`src/rtl/idli_sqi_ctrl_m.sv`:
```
// rtl/idli_sqi_ctrl_m.sv - SQI memory controller with round-robin fetch/data arbitration
package idli_pkg;
  localparam logic SQI_IO_MODE_OUT = 1'b0;
  localparam logic SQI_IO_MODE_IN  = 1'b1;
endpackage

module idli_sqi_ctrl_m
  import idli_pkg::*;
#(
  parameter int DUMMY_NIB = 2
) (
  input  logic        i_sqi_gck,
  input  logic        i_sqi_rst,
  input  logic        i_sqi_f_req,
  input  logic [15:0] i_sqi_f_addr,
  output logic        o_sqi_f_gnt,
  output logic [15:0] o_sqi_f_data,
  output logic        o_sqi_f_vld,
  input  logic        i_sqi_d_req,
  input  logic        i_sqi_d_wr,
  input  logic [15:0] i_sqi_d_addr,
  input  logic [15:0] i_sqi_d_wdata,
  output logic        o_sqi_d_gnt,
  output logic [15:0] o_sqi_d_rdata,
  output logic        o_sqi_d_vld,
  output logic        o_sqi_busy,
  output logic        o_sqi_mem_sck,
  output logic        o_sqi_mem_cs,
  output logic        o_sqi_mem_io_mode,
  output logic [3:0]  o_sqi_mem_sio,
  input  logic [3:0]  i_sqi_mem_sio
);

  typedef enum logic [2:0] {
    ST_IDLE,
    ST_CMD,
    ST_ADDR,
    ST_DUMMY,
    ST_DATA,
    ST_DONE
  } state_t;

  localparam logic [7:0] DUMMY_LAST = 8'(DUMMY_NIB - 1);

  state_t      state;
  state_t      nxt;
  logic        ph;
  logic [7:0]  cnt;
  logic [47:0] sh;
  logic [47:0] sh_init;
  logic [15:0] rx;
  logic [15:0] rx_next;
  logic        wr;
  logic        own_d;
  logic        last_d;
  logic        gnt_f;
  logic        gnt_d;
  logic        nxt_drive;
  logic        sample;

  // Grant is decided in the IDLE cycle itself; on a tie the requester not served last wins
  assign gnt_f = (state == ST_IDLE) && !i_sqi_rst && i_sqi_f_req && (!i_sqi_d_req || last_d);
  assign gnt_d = (state == ST_IDLE) && !i_sqi_rst && i_sqi_d_req && (!i_sqi_f_req || !last_d);
  assign o_sqi_f_gnt = gnt_f;
  assign o_sqi_d_gnt = gnt_d;

  // Outbound stream: command byte, 24-bit byte address, then write data, MSB nibble first
  assign sh_init = {4'h0, (gnt_d && i_sqi_d_wr) ? 4'h2 : 4'h3, 7'b0,
                    gnt_d ? i_sqi_d_addr : i_sqi_f_addr, 1'b0, i_sqi_d_wdata};

  // Which phase follows the nibble currently on the bus
  always_comb begin
    nxt = state;
    case (state)
      ST_CMD:   if (cnt == 8'd1) nxt = ST_ADDR;
      ST_ADDR:  if (cnt == 8'd5) nxt = (wr || DUMMY_NIB == 0) ? ST_DATA : ST_DUMMY;
      ST_DUMMY: if (cnt == DUMMY_LAST) nxt = ST_DATA;
      ST_DATA:  if (cnt == 8'd3) nxt = ST_DONE;
      default:  nxt = state;
    endcase
  end

  assign nxt_drive = (nxt == ST_CMD) || (nxt == ST_ADDR) || ((nxt == ST_DATA) && wr);
  assign sample    = !wr && ((state == ST_DUMMY) || (state == ST_DATA));
  assign rx_next   = {rx[11:0], i_sqi_mem_sio};

  // Transaction sequencer; every pin and result output is registered here
  always_ff @(posedge i_sqi_gck) begin
    if (i_sqi_rst) begin
      state             <= ST_IDLE;
      ph                <= 1'b0;
      cnt               <= 8'd0;
      sh                <= 48'd0;
      rx                <= 16'd0;
      wr                <= 1'b0;
      own_d             <= 1'b0;
      last_d            <= 1'b1;
      o_sqi_mem_cs      <= 1'b1;
      o_sqi_mem_sck     <= 1'b0;
      o_sqi_mem_io_mode <= SQI_IO_MODE_OUT;
      o_sqi_mem_sio     <= 4'h0;
      o_sqi_f_vld       <= 1'b0;
      o_sqi_d_vld       <= 1'b0;
      o_sqi_f_data      <= 16'd0;
      o_sqi_d_rdata     <= 16'd0;
      o_sqi_busy        <= 1'b0;
    end else begin
      o_sqi_f_vld <= 1'b0;
      o_sqi_d_vld <= 1'b0;
      case (state)
        ST_IDLE: begin
          if (gnt_f || gnt_d) begin
            state             <= ST_CMD;
            ph                <= 1'b0;
            cnt               <= 8'd0;
            own_d             <= gnt_d;
            last_d            <= gnt_d;
            wr                <= gnt_d && i_sqi_d_wr;
            o_sqi_mem_sio     <= sh_init[47:44];
            sh                <= {sh_init[43:0], 4'h0};
            o_sqi_mem_cs      <= 1'b0;
            o_sqi_mem_sck     <= 1'b0;
            o_sqi_mem_io_mode <= SQI_IO_MODE_OUT;
            o_sqi_busy        <= 1'b1;
          end
        end
        ST_DONE: begin
          if (cnt == 8'd1) begin
            state      <= ST_IDLE;
            cnt        <= 8'd0;
            o_sqi_busy <= 1'b0;
          end else begin
            cnt <= cnt + 8'd1;
          end
        end
        default: begin
          if (!ph) begin
            ph            <= 1'b1;
            o_sqi_mem_sck <= 1'b1;
          end else begin
            ph            <= 1'b0;
            o_sqi_mem_sck <= 1'b0;
            if (sample) rx <= rx_next;
            state <= nxt;
            cnt   <= (nxt != state) ? 8'd0 : cnt + 8'd1;
            if (nxt == ST_DONE) begin
              o_sqi_mem_cs      <= 1'b1;
              o_sqi_mem_io_mode <= SQI_IO_MODE_OUT;
              o_sqi_mem_sio     <= 4'h0;
              if (wr) begin
                o_sqi_d_vld <= 1'b1;
              end else if (own_d) begin
                o_sqi_d_vld   <= 1'b1;
                o_sqi_d_rdata <= rx_next;
              end else begin
                o_sqi_f_vld  <= 1'b1;
                o_sqi_f_data <= rx_next;
              end
            end else if (nxt_drive) begin
              o_sqi_mem_io_mode <= SQI_IO_MODE_OUT;
              o_sqi_mem_sio     <= sh[47:44];
              sh                <= {sh[43:0], 4'h0};
            end else begin
              o_sqi_mem_io_mode <= SQI_IO_MODE_IN;
              o_sqi_mem_sio     <= 4'h0;
            end
          end
        end
      endcase
    end
  end

endmodule

```
`config.mk`:
```
export PLATFORM = sky130hd
export DESIGN_NAME = idli_sqi_ctrl_m
export DESIGN_NICKNAME = d
export VERILOG_FILES = /design/src/rtl/idli_sqi_ctrl_m.sv
export SDC_FILE = /design/constraint.sdc
export NUM_CORES = 1
export LEC_CHECK = 0
export ABC_AREA = 0
export BUFFER_PORTS_ARGS = -buffer_cell sky130_fd_sc_hd__buf_4
export CORE_MARGIN = 2
export CORE_UTILIZATION = 55
export DETAILED_ROUTE_END_ITERATION = 7
export HOLD_SLACK_MARGIN = 0.03
export PLACE_DENSITY = 0.79
export SLEW_MARGIN = 20
export SYNTH_ARGS = -nofsm -noshare
export SYNTH_HDL_FRONTEND = slang
export SYNTH_SLANG_ARGS = --single-unit
```
`constraint.sdc`:
```
create_clock -name i_sqi_gck -period 3.28 [get_ports i_sqi_gck]
set_input_delay 0.164 -clock i_sqi_gck [delete_from_list [all_inputs] [get_ports i_sqi_gck]]
set_output_delay 0.164 -clock i_sqi_gck [all_outputs]
set_load 0.02 [all_outputs]
```
==> impl.org, run 1 <==
** GRT
- Number of antenna violations at the first check in global routing :: 0
- Pin count of the biggest net entering global routing :: between 60 and 70
- Via count of the first global-routing pass :: between 4k and 5k
- Overflow after GRT :: 0
- Global-route wire length before repair :: 19200 um
- For this run, the total global-route usage over all layers was measured as 0.229.

** Clock tree
- Clock-pin slew was measured on the worst setup and hold paths at 0.11 ns.
- The root buffer cell chosen for the clock tree is sky130_fd_sc_hd__clkbuf_8.
- CTS saw 112 sinks.
- Post-CTS setup buffer count :: 0
- The later pin in the worst-skew pair is clocked with a latency of 0.38 ns.
- In this run, CTS created clock tree buffers numbering 9.
- CTS tree :: built
- The number of gates resized after CTS was 0.
- The H-tree generated during clock tree synthesis spans 3 levels.
- Buffer levels on the longest clock path :: 2

** Critical path
- Cell repeated most along the worst path :: sky130_fd_sc_hd__o211ai_1
- Startpoint class of the critical path :: flop
- Path type of the worst setup path :: reg -> reg
- Critical path origin :: cnt[0]$_SDFFE_PP0P_
- The worst setup path is captured at a flop.
- The critical path goes through ha_1 -> or4b_2 -> o211ai_1 -> o211ai_1 -> nor4b_2 -> buf_4 -> mux2i_1 -> nor2_1.
- Slowest stage cell, crit path :: sky130_fd_sc_hd__or4b_2
- Count of buffering cells on the critical path with inverters included :: 1
- Largest fanout of any net on the critical path :: 16
- Origin of the critical flop-to-flop path :: cnt[0]$_SDFFE_PP0P_
- Cell family with most CP delay :: simple AND/OR/NAND/NOR gates
- STA puts the critical path data required time at 3.53 ns.
- The largest single stage delay on the critical path is roughly 0.66 ns.
- At the worst endpoint, the arrival time is 3.23 ns.

** Synth
- Yosys printed 0 warnings.
- Of the post-synthesis cell area, the dominant cell type holds 0.426.
- Yosys top cell by area :: sky130_fd_sc_hd__dfxtp_1
- After synthesis, the mean cell area works out to a little under 9 um2.
- Nets in the synthesized netlist :: 649
- Ranked by total cell area, the synthesized netlist is headed by sky130_fd_sc_hd__dfxtp_1 (43%), sky130_fd_sc_hd__mux2i_1 (17%), sky130_fd_sc_hd__nand2_1 (8.8%).
- Most common cell in the synthesized netlist :: sky130_fd_sc_hd__nand2_1
- Cell area after technology mapping :: 5260 um2
- Synthesis produced 590 cells.
- Fraction of registers with async set/reset :: 0
- Prevailing post-synth register cell :: sky130_fd_sc_hd__dfxtp_1
- Number of flops mapped to enable cells by yosys :: 0
- Number of synthesized register bits :: 112
- In the synthesized netlist, the cells that appear most often are sky130_fd_sc_hd__nand2_1 (123), sky130_fd_sc_hd__dfxtp_1 (112), sky130_fd_sc_hd__mux2i_1 (89).
- Seq/Total Area, Yosys :: 0.426
- In this run, distinct cell masters in the synthesized netlist total 57.

** Timing
- Count of endpoints failing setup in the final report :: 0
- For the final routed database, the setup TNS stands at 0 ns.
- The count of final max-slew check failures was 0.
- The worst path needs 2.99 ns of the cycle, external delays included.
- The tightest hold path in the finished design has a slack of approximately 0.076 ns.
- Final number of hold-violating endpoints :: 0
- FMAX :: 335 MHz
- The clock arrives with 0.0181 ns of skew.
- RSZ-0062 raised after global routing :: no
- Worst relative slew slack :: 0.398
- For the pin with the worst max-slew slack, the measured transition is between 0.8 and 0.9 ns.
- Final Cycle Share :: 0.911

** Drt
- After detailed routing, the average wire length per cell comes to 14.1 um.
- For this block, the initial DRC count from the detailed router was 217.
- Final wirelength :: 11400 um
- Overall via count from detail_route :: 4480
- In the routed design, unresolved DRC markers number 0.
- Remaining antenna violation count after routing :: 0
- The first TritonRoute pass finished after 5 iterations.
- After detailed routing, the number of vias per cell comes to between 5 and 6.

** Worst hold path
- Path category of the worst min-delay check :: in -> reg
- The startpoint identified for the worst hold timing path is i_sqi_d_req.

** Floorplanning
- Initial cell density of the core :: 0.569
- Core area :: 9240 um2
- In this run the core area contains 35 standard-cell rows.
- Die Area :: between 10000 and 15000 um2
- Height of the chip :: 102 um
- Die width :: 102 um
- In this run the count of I/O pins placed on the die edge is 101.

** Power and ir drop
- Power spread over the standard cell area amounts to 484 nW/um2.
- Worst IR drop on VDD :: about 310 uV
- Overall power consumption after layout is estimated at approximately 3.1 mW.
- Summed over all cells, the static leakage comes to 2.71 nW.

** Status
- The flow ran to the end, and the final reports show no timing, DRC or antenna violations.

** Placement
- In this run the cell area measured after placement is 6060 um2.
- HPWL after detailed placement :: 7870 um
- During placement, the flow inserted port buffers numbering 100.
- At the end of routability-driven placement, the weighted congestion stood at 0.885.

** Layout
- Area Overhead vs Synth :: 20.8%
- Share of layout cells above drive strength 1 :: 0.221
- The finished cells cover 6350 um2.
- Number of antenna repair diodes :: 0
- After the last flow step, the layout net total stands at 736.

** Flow run
- Across the run, the number of max-cap violations was 0.
-- stage by stage --
stage,util,setup WS [ns],std cells
2_1_floorplan,-,0.473,590
3_3_place_gp,0.656,0.378,787
3_5_place_dp,0.656,0.300,787
4_1_cts,0.688,0.291,811
5_1_grt,0.688,0.132,811
6_report,0.688,0.291,811
-- path summary, 6_finish.rpt --
check	end	slack, ns	cells after the start
setup reg to reg	o_sqi_d_rdata[13]$_SDFFE_PP0P_	0.29	8
setup / recovery	o_sqi_d_rdata[13]$_SDFFE_PP0P_	0.29	8
hold / removal	own_d$_SDFFE_PP0P_	0.08	3
hold reg to reg	o_sqi_mem_sio[1]$_SDFFE_PP0P_	0.46	2
-- power breakdown --
group          switching, mW  leakage [nW]  total (mW)  internal [mW]
Clock                  0.552         0.107       0.874          0.322
Combinational          0.379          1.69       0.689          0.310
Sequential            0.0631         0.909        1.51           1.45
-- what timing repair did --
item | in CTS | in global routing
hold buffers | 8 | 0
endpoints found under the hold margin | 9 | 0
setup endpoints to repair | 0 | 0
-- worst min-delay path: cells and delay by family --
kind / cells / cell delay [ns]
AOI/OAI and AO/OA: 1 / 0.08
buffers and inverters: 1 / 0.10
and+or+nand+nor: 1 / 0.07
-- flip-flops by register name, summed over array words and instances (netlist names), 3 cells and up --
| name | flops |
|---|---|
| o_sqi_f_data | 16 |
| cnt | 8 |
| sh | 44 |
| state | 3 |
| o_sqi_d_rdata | 16 |
| o_sqi_mem_sio | 4 |
| rx | 12 |
-- routing by layer --
layer / GRT usage / routed length [um]
met4: 0.0561 / 137
met2: 0.374 / 5700
met5: 0 / 0
met3: 0.0607 / 665
met1: 0.301 / 4950
-- cell usage in the layout (no fill, tap or decap), types with 7 or more instances in the layout --
master | netlist | final
sky130_fd_sc_hd__nand2_1 | 123 | 123
sky130_fd_sc_hd__a21oi_1 | 11 | 11
sky130_fd_sc_hd__clkbuf_8 | 0 | 9
sky130_fd_sc_hd__buf_4 | 2 | 113
sky130_fd_sc_hd__dlygate4sd3_1 | 0 | 8
sky130_fd_sc_hd__mux2i_1 | 89 | 89
sky130_fd_sc_hd__dfxtp_1 | 112 | 112
sky130_fd_sc_hd__o211ai_1 | 19 | 19
sky130_fd_sc_hd__o32ai_1 | 9 | 9
sky130_fd_sc_hd__nand3_1 | 8 | 8
sky130_fd_sc_hd__nor2_1 | 67 | 67
sky130_fd_sc_hd__o21ai_0 | 7 | 7
-- final cells by class --
| type | instances | area, um2 |
|---|---|---|
| clock buffer | 9 | 124 |
| clock inverter | 7 | 91.3 |
| fill | 746 | 2890 |
| inverter | 6 | 22.5 |
| multi-input combinational | 426 | 2760 |
| sequential | 112 | 2240 |
| tap | 129 | 161 |
| timing repair buffer | 122 | 948 |
-- logic make-up (layout without fill, tap and decap cells) --
group | after synthesis | count (layout) | synth area share
and+or+nand+nor | 246 | 246 | 0.205
DFF | 112 | 112 | 0.426
muxes | 90 | 90 | 0.172
AOI/OAI and AO/OA | 81 | 81 | 0.128
buffers and inverters | 52 | 144 | 0.0516
xor gates and xnor gates | 7 | 7 | 0.0117
adders and majority gates | 2 | 2 | 0.00476
No activity file was read; power rests on OpenSTA's default activity.
==> inputs of run 2 (changes only) <==
Settings changed: CORE_MARGIN 2 to unset, PLACE_DENSITY 0.79 to unset, PLACE_DENSITY_LB_ADDON set to 0.05.
==> run 2 against run 1 <==
  * Combinational power fell by 0.6%
  * Sequential share of layout area grew 0.25 points
  * Power is 3.0% lower
  * Non-clock buffer count is 2 lower
  * Highest routed layer unchanged
  * Largest power group unchanged
  * Worst setup slack lost 0.0068 ns
  * Sequential power about the same
==> impl.org, run 2 (synthesis results as in run 1) <==
** Layout
- The fraction of layout instances using a drive strength above 1 is 0.218 (-0.00376).
- The antenna diode count is 0 (unchanged).
- Most frequent standard cell in the layout excluding fill and tap cells :: sky130_fd_sc_hd__nand2_1
- Finished layout cell area :: 6310 um2 (-0.71%)
- sh holds more flip-flops than any other register.
- The number of flip-flops under the largest register name came to 44 (unchanged).
- Area Overhead vs Synth :: 19.9%
- Layout Nets :: 734 (-0.27%)
- In the layout the commonest cells are sky130_fd_sc_hd__nand2_1 (123), sky130_fd_sc_hd__dfxtp_1 (112), sky130_fd_sc_hd__buf_4 (111).
- The share of the core filled with cells came to 0.683 (-0.00488).
- Largest registers :: sh (44), o_sqi_d_rdata (16), o_sqi_f_data (16)

** Power and ir drop
- Switching component of the power :: 935 uW (-6.0%)
- Net Sw Frac :: 0.313 (-0.00999)
- Cell area power density :: 473 nW/um2 (-2.3%)
- The part of the power in combinational logic came to 0.229 (+0.005).
- The internal power of the cells was 2.05 mW (-1.5%).
- The relative contribution of sequential cells to total power is 0.507 (+0.015).
- The leakage power summed over all cells was 2.68 nW (-0.80%).
- Worst IR drop on VDD :: 278 uV (-11%)
- The proportion of power drawn by the clock network was 0.263 (-0.021).

** Timing
- The post-route setup TNS is 0 ns (unchanged).
- The number of endpoints failing setup at the final stage was 0 (unchanged).
- Pins Over Slew Limit :: 0 (unchanged)
- Tmin final :: 3.00 ns (+0.00680 ns)
- Setup repair after global routing left no endpoint under its margin.
- The worst slew slack as a fraction of its limit came to 0.402 (+0.00341).
- The highest achievable clock rate is 334 MHz (-0.23%).
- The final hold violation count was 0 (unchanged).
- The worst clock skew on the final layout is 0.0130 ns (-0.00505 ns).
- The post-route fraction of the period consumed by the critical path is 0.913 (+0.00207).
- The measured slew at the worst slew-check pin is 0.888 ns (-0.00507 ns).

** Critical path
- The worst setup path is launched from a flop.
- Walking the worst path, the cells encountered are ha_1 -> or4b_4 -> or3_4 -> a221oi_4 -> mux2_4 -> a2bb2oi_4 -> o32a_1.
- Worst EP required :: 3.55 ns (+0.02 ns)
- Origin of the critical flop-to-flop path :: cnt[0]$_SDFFE_PP0P_
- Type of destination of the critical path :: flop
- RR Endpoint :: sh[45]$_SDFFE_PP0P_
- Among all stages on the critical path, the largest delay is contributed by sky130_fd_sc_hd__or4b_4.
- The top fanout value on the critical path came to 16 (unchanged).
- The worst reg-to-reg setup slack came to 0.28 ns (about the same).
- The critical path starts at cnt[0]$_SDFFE_PP0P_.
- Following the worst setup path forward leads to its endpoint at sh[45]$_SDFFE_PP0P_.
- Path type of the worst setup path :: reg -> reg
- The worst-case reg-to-reg path depth is 7 (-1).
- The worst path arrival time came to 3.26 ns (+0.03 ns).
- Largest incremental delay on the critical path :: 0.49 ns (-0.17 ns)

** Floorplanning
- The row count was 35 (unchanged).
- The floorplan die area was 9960 um2 (-3.9%).
- The number of placed I/O pins came to 101 (unchanged).
- Core area :: 9240 um2 (unchanged)
- The die width is 99.8 um (-2.0%).
- Initial cell density of the core :: 0.569 (unchanged)
- The die height was 99.8 um (-2.0%).

** Clock tree
- The total clock buffers created by CTS came to 9 (unchanged).
- Latest clock arrival within the worst-skew pair :: 0.37 ns (about the same)
- Number of cells upsized or downsized after cts :: 0 (unchanged)
- The clock-pin slew reported for the worst setup and hold paths after clock tree synthesis is 0.11 ns (about the same).
- TritonCTS built the clock tree.
- CTS sink cnt :: 112 (unchanged)
- The H-tree depth was 3 (unchanged).
- Clock root buffer :: sky130_fd_sc_hd__clkbuf_8
- The number of buffers between clock root and the deepest sink was 2 (unchanged).

** Drt
- The detailed-route wire length is 11200 um (-2.2%).
- The number of remaining DRC errors is 0 (unchanged).
- The detail-routed via count per cell was 5.41 (-2.1%).
- The average wire length per cell after detail routing was 13.8 um (-2.0%).
- Remaining antenna violation count after routing :: 0 (unchanged)
- The total via count in the routed design is 4377 (-2.3%).
- DRT iter0 DRCs :: 169 (-22%)
- The first-pass iteration count of the detailed router is 4 (-1).

** GRT
- The maximum number of pins on one net before global-route repair is 61 (unchanged).
- The number of antenna violations at the first check in global routing was 0 (unchanged).
- The global-route total usage across every layer is 0.238 (+0.00971).
- Via count of the first global-routing pass :: 4081 (-1.6%)
- The global-route wire length before repair came to 19000 um (-0.61%).
- Overflow after GRT :: 0 (unchanged)

** Worst hold path
- Path category of the worst min-delay check :: in -> reg
- In this run the most critical hold path is launched from i_sqi_d_wr.

** Status
- The flow ran to the end, and the final reports show no timing, DRC or antenna violations.

** Placement
- HPWL after detailed placement :: 7640 um (-2.9%)
- Weighted congestion reported at the end of routability-driven placement :: 0.821 (-7.2%)
- The placement-stage cell area is 6040 um2 (-0.25%).
- Number of buffers inserted by port buffering :: 100 (unchanged)

** Flow run
- The number of maximum-capacitance constraint violations came to 0 (unchanged).
[run 2: worst min-delay path by stage]
stage,endpoint,slack [ns],cells past startpoint
after floorplan,sh[4]$_SDFFE_PP0P_,0.29,1
after global placement,sh[6]$_SDFFE_PP0P_,0.38,2
after detailed placement,sh[6]$_SDFFE_PP0P_,0.38,2
after CTS,wr$_SDFFE_PP0P_,0.06,3
after global routing,wr$_SDFFE_PP0P_,0.06,3
final,wr$_SDFFE_PP0P_,0.06,3
[run 2: routing by layer]
layer	track usage	routed length (um)	up-vias
li1	-	-	2225
met4	0.0577	121	0
met1	0.327	5350	2053
met3	0.0515	400	8
met5	0	0	-
met2	0.382	5320	91
[run 2: final cells by class]
class / count / area [um2]
fillers: 763 / 2930
flip-flops and latches: 112 / 2240
clock buffers: 10 / 128
multi-input cells: 426 / 2760
clock inverters: 6 / 57.6
repair buffers: 120 / 933
well taps: 129 / 161
inverters: 6 / 22.5
[run 2: power groups by stage]
| stage | clock network (mW) | registers, mW | logic (mW) |
|---|---|---|---|
| floorplan | 0 | 1.52 | 0.546 |
| global placement | 0 | 1.54 | 0.664 |
| detailed placement | 0 | 1.54 | 0.678 |
| CTS | 0.815 | 1.51 | 0.687 |
| global route | 0.872 | 1.53 | 0.758 |
| finish | 0.786 | 1.51 | 0.685 |
[run 2: worst max-delay path: cells and delay by family, from the launching register on]
family | cells | cell delay, ns
simple gates | 2 | 0.89
mux | 1 | 0.35
flops | 1 | 0.42
compound gates | 3 | 1.03
fa+ha+maj | 1 | 0.19
[run 2: repair_timing]
item | 4_1_cts | 5_1_grt
hold buffers | 8 | 0
buffers inserted | 0 | 0
hold endpoints to repair | 13 | 0
setup endpoints to repair | 0 | 0
[run 2: stage by stage]
| stage | instances | hold WS, ns | worst slack (ns) | power (mW) |
|---|---|---|---|---|
| floorplan | 590 | 0.291 | 0.473 | 2.07 |
| global placement | 785 | 0.376 | 0.368 | 2.20 |
| detailed placement | 785 | 0.380 | 0.298 | 2.22 |
| CTS | 809 | 0.0556 | 0.275 | 3.02 |
| global route | 809 | 0.0612 | 0.108 | 3.16 |
| finish | 809 | 0.0619 | 0.285 | 2.98 |
==> inputs of run 3 (changes only) <==
--- a/config.mk
+++ b/config.mk
@@ -12,3 +12,3 @@
 export HOLD_SLACK_MARGIN = 0.03
-export PLACE_DENSITY_LB_ADDON = 0.05
+export PLACE_DENSITY = 0.79
 export SLEW_MARGIN = 20
--- a/constraint.sdc
+++ b/constraint.sdc
@@ -3,2 +3,2 @@
 set_output_delay 0.164 -clock i_sqi_gck [all_outputs]
-set_load 0.02 [all_outputs]
+set_load 0.1 [all_outputs]
==> run 3 against run 2 <==
  * First-iteration DRC count rose by 45%
  * Non-clock buffer count rose by 7
  * Sequential cell count did not move
  * Global-route usage rose by 0.20 points
  * Combinational power rose by 12%
  * Largest cell class unchanged
==> impl.org, run 3 (synthesis results as in run 1) <==
** Timing
- Slew @ Worst Pin :: 0.865 ns (-0.0230 ns)
- The worst path setup slack after routing was 0.294 ns (+0.00947 ns).
- RSZ-0062 raised after global routing :: no
- The worst clock skew on the final layout is 0.0149 ns (+0.00186 ns).
- The worst slew slack as a fraction of its limit is 0.422 (+0.0199).
- The number of endpoints failing setup at the final stage came to 0 (unchanged).
- The post-route fraction of the period consumed by the critical path came to 0.910 (-0.00289).
- Pins Over Slew Limit :: 0 (unchanged)
- The post-route setup TNS was 0 ns (unchanged).
- FMAX :: 335 MHz (+0.32%)
- The shortest clock period the worst path allows after layout was 2.99 ns (-0.00947 ns).
- Final number of hold-violating endpoints :: 0 (unchanged)

** Layout
- Largest registers :: sh (44), o_sqi_d_rdata (16), o_sqi_f_data (16)
- Number of antenna repair diodes :: 0 (unchanged)
- Area Overhead vs Synth :: 21.5%
- Most frequent standard cell in the layout excluding fill and tap cells :: sky130_fd_sc_hd__nand2_1
- The number of nets in the final layout is 741 (+0.95%).
- The library cells used most frequently in the layout, excluding fill and tap cells, are sky130_fd_sc_hd__nand2_1 (123), sky130_fd_sc_hd__buf_4 (118), sky130_fd_sc_hd__dfxtp_1 (112).
- Flip-flop count of the largest register after layout :: 44 (unchanged)
- Finished layout cell area :: 6390 um2 (+1.3%)
- The share of the core filled with cells is 0.692 (+0.00894).
- Share of layout cells above drive strength 1 :: 0.227 (+0.00943)
- The register with the most flip-flops in the final layout is sh.
- Number of fill cells in the layout :: 741 (-2.9%)

** Flow run
- The number of maximum-capacitance constraint violations came to 0 (unchanged).

** Clock tree
- The clock latency reported for the late side of the worst-skew pair came to 0.39 ns (+0.02 ns).
- Number of cells upsized or downsized after cts :: 0 (unchanged)
- TritonCTS built the clock tree.
- Number of buffers inserted during clock tree synthesis :: 9 (unchanged)
- Reg clk slew, reported paths :: 0.11 ns (about the same)
- The number of buffers between clock root and the deepest sink was 2 (unchanged).
- Number of H-tree levels :: 3 (unchanged)
- Clock root buffer :: sky130_fd_sc_hd__clkbuf_8
- CTS sink cnt :: 112 (unchanged)

** Critical path
- Origin of the critical flop-to-flop path :: cnt[0]$_SDFFE_PP0P_
- The critical path starts at cnt[0]$_SDFFE_PP0P_.
- Cell repeated most along the worst path :: sky130_fd_sc_hd__o211ai_4
- Signal arrival time at the worst endpoint :: 3.29 ns (+0.03 ns)
- Largest incremental delay on the critical path :: 0.49 ns (about the same)
- The worst-case reg-to-reg path depth was 8 (+1).
- The endpoint identified for the worst register-to-register timing path is sh[32]$_SDFFE_PP0P_.
- The cell family contributing the most delay on the critical path is compound AO/OA/AOI/OAI gates.
- The worst reg-to-reg setup slack came to 0.29 ns (about the same).
- STA classifies the critical path endpoint as a flop.
- Critical Path, Cell by Cell :: ha_1 -> or4b_4 -> or3_4 -> a221oi_4 -> o211ai_4 -> o211ai_4 -> buf_12 -> mux2i_1
- The required time at the endpoint of the critical path is 3.58 ns (+0.03 ns).
- The slowest stage of the critical path belongs to the cell sky130_fd_sc_hd__or4b_4.
- Setup crit end :: sh[32]$_SDFFE_PP0P_
- The number of buffer and inverter instances along the worst setup path came to 1 (+1).
- Startpoint class of the critical path :: flop
- Instance count on the critical path :: 8 (+1)
- Largest fanout of any net on the critical path :: 12 (-4)
- The setup path with the least slack is of type reg -> reg.

** GRT
- Overflow after GRT :: 0 (unchanged)
- The maximum number of pins on one net before global-route repair is 61 (unchanged).
- The global-route wire length before repair is 19300 um (+1.4%).
- The number of antenna violations at the first check in global routing was 0 (unchanged).
- Via count of the first global-routing pass :: 4066 (-0.37%)
- The global-route total usage across every layer was 0.240 (+0.00201).

** Power and ir drop
- The overall power consumption was 3.13 mW (+4.9%).
- The total power divided by cell area is 490 nW/um2 (+3.6%).
- The peak supply drop is 332 uV (+19%).
- Leakage power of the design :: 2.73 nW (+1.6%)

** Worst hold path
- The min-delay analysis places its worst path in the category in -> reg.

** Drt
- The first-pass iteration count of the detailed router came to 5 (+1).
- The DRC violation total after the first TritonRoute iteration is 245 (+45%).
- The detailed-route wire length is 11700 um (+4.3%).
- Overall via count from detail_route :: 4476 (+2.3%)
- Mean routed wirelength per cell :: 14.3 um (+3.4%)
- The count of nets left with antenna violations after detail routing was 0 (unchanged).
- The number of remaining DRC errors was 0 (unchanged).
- Routed via count divided by cell count :: 5.49 (+1.4%)

** Floorplanning
- The die height was 99.8 um (unchanged).
- The initial standard-cell utilization of the core was 0.569 (unchanged).
- The number of placed I/O pins was 101 (unchanged).
- The row count came to 35 (unchanged).
- Die width :: 99.8 um (unchanged)
- Core area :: 9240 um2 (unchanged)
- Die Area :: 9960 um2 (unchanged)

** Placement
- The number of port buffers is 100 (unchanged).
- HPWL after detailed placement :: 7820 um (+2.4%)
- Post-Place Setup Slack :: 0.194 ns (-0.104 ns)
- The placement-stage cell area came to 6060 um2 (+0.25%).
- The final weighted congestion in routability-driven placement is 0.869 (+5.8%).

** Status
- The run finished with clean final reports.
[run 3: changes by cell type in the layout (fill, tap and decap cells not counted), sizes merged]
cell	before	now
buf	112	119
clkinv	2	5
inv	10	8
clkbuf	10	9
[run 3: repair_timing]
action	CTS	global route
endpoints found under the setup margin	0	1
endpoints found under the hold margin	13	0
hold buffers	8	0
setup buffers	0	5
[run 3: stage by stage]
| step | instances | hold WS, ns |
|---|---|---|
| 6_report | 816 | 0.0722 |
| 5_1_grt | 816 | 0.0954 |
| 4_1_cts | 811 | 0.0640 |
| 3_5_place_dp | 787 | 0.390 |
| 3_3_place_gp | 787 | 0.384 |
| 2_1_floorplan | 590 | 0.291 |
[run 3: where the power goes]
group	switching [mW]	internal [mW]
clock	0.542	0.311
combinational	0.438	0.328
sequential	0.0639	1.45
[run 3: area by class of cell]
type / instances / area [um2] / area share
sequential: 112 / 2240 / 0.351
tap: 129 / 161 / 0.0253
multi-input combinational: 426 / 2760 / 0.432
timing repair buffer: 127 / 986 / 0.154
clock buffer: 9 / 124 / 0.0194
inverter: 6 / 22.5 / 0.00352
clock inverter: 7 / 91.3 / 0.0143
[run 3: per-layer routing]
| layer | vias to the layer above | part of all wire | GRT usage |
|---|---|---|---|
| li1 | 2251 | - | - |
| met1 | 2077 | 0.46 | 0.317 |
| met2 | 134 | 0.48 | 0.395 |
| met3 | 14 | 0.052 | 0.0557 |
| met4 | 0 | 0.015 | 0.0656 |
| met5 | - | 0 | 0 |
[run 3: how the worst min path moves through the flow]
stage	start	to	slack, ns	cells past startpoint
after floorplan	i_sqi_d_wdata[0]	sh[4]$_SDFFE_PP0P_	0.29	1
after global placement	i_sqi_d_wdata[2]	sh[6]$_SDFFE_PP0P_	0.38	2
after detailed placement	i_sqi_d_wdata[3]	sh[7]$_SDFFE_PP0P_	0.39	2
after CTS	i_sqi_d_req	own_d$_SDFFE_PP0P_	0.06	3
after global routing	i_sqi_d_req	own_d$_SDFFE_PP0P_	0.1	3
final	i_sqi_d_req	own_d$_SDFFE_PP0P_	0.07	3
[run 3: tightest hold or removal path: stages]
cell and delay [ns]:
sky130_fd_sc_hd__buf_4 0.10, sky130_fd_sc_hd__a32oi_1 0.08, sky130_fd_sc_hd__nor2_1 0.07
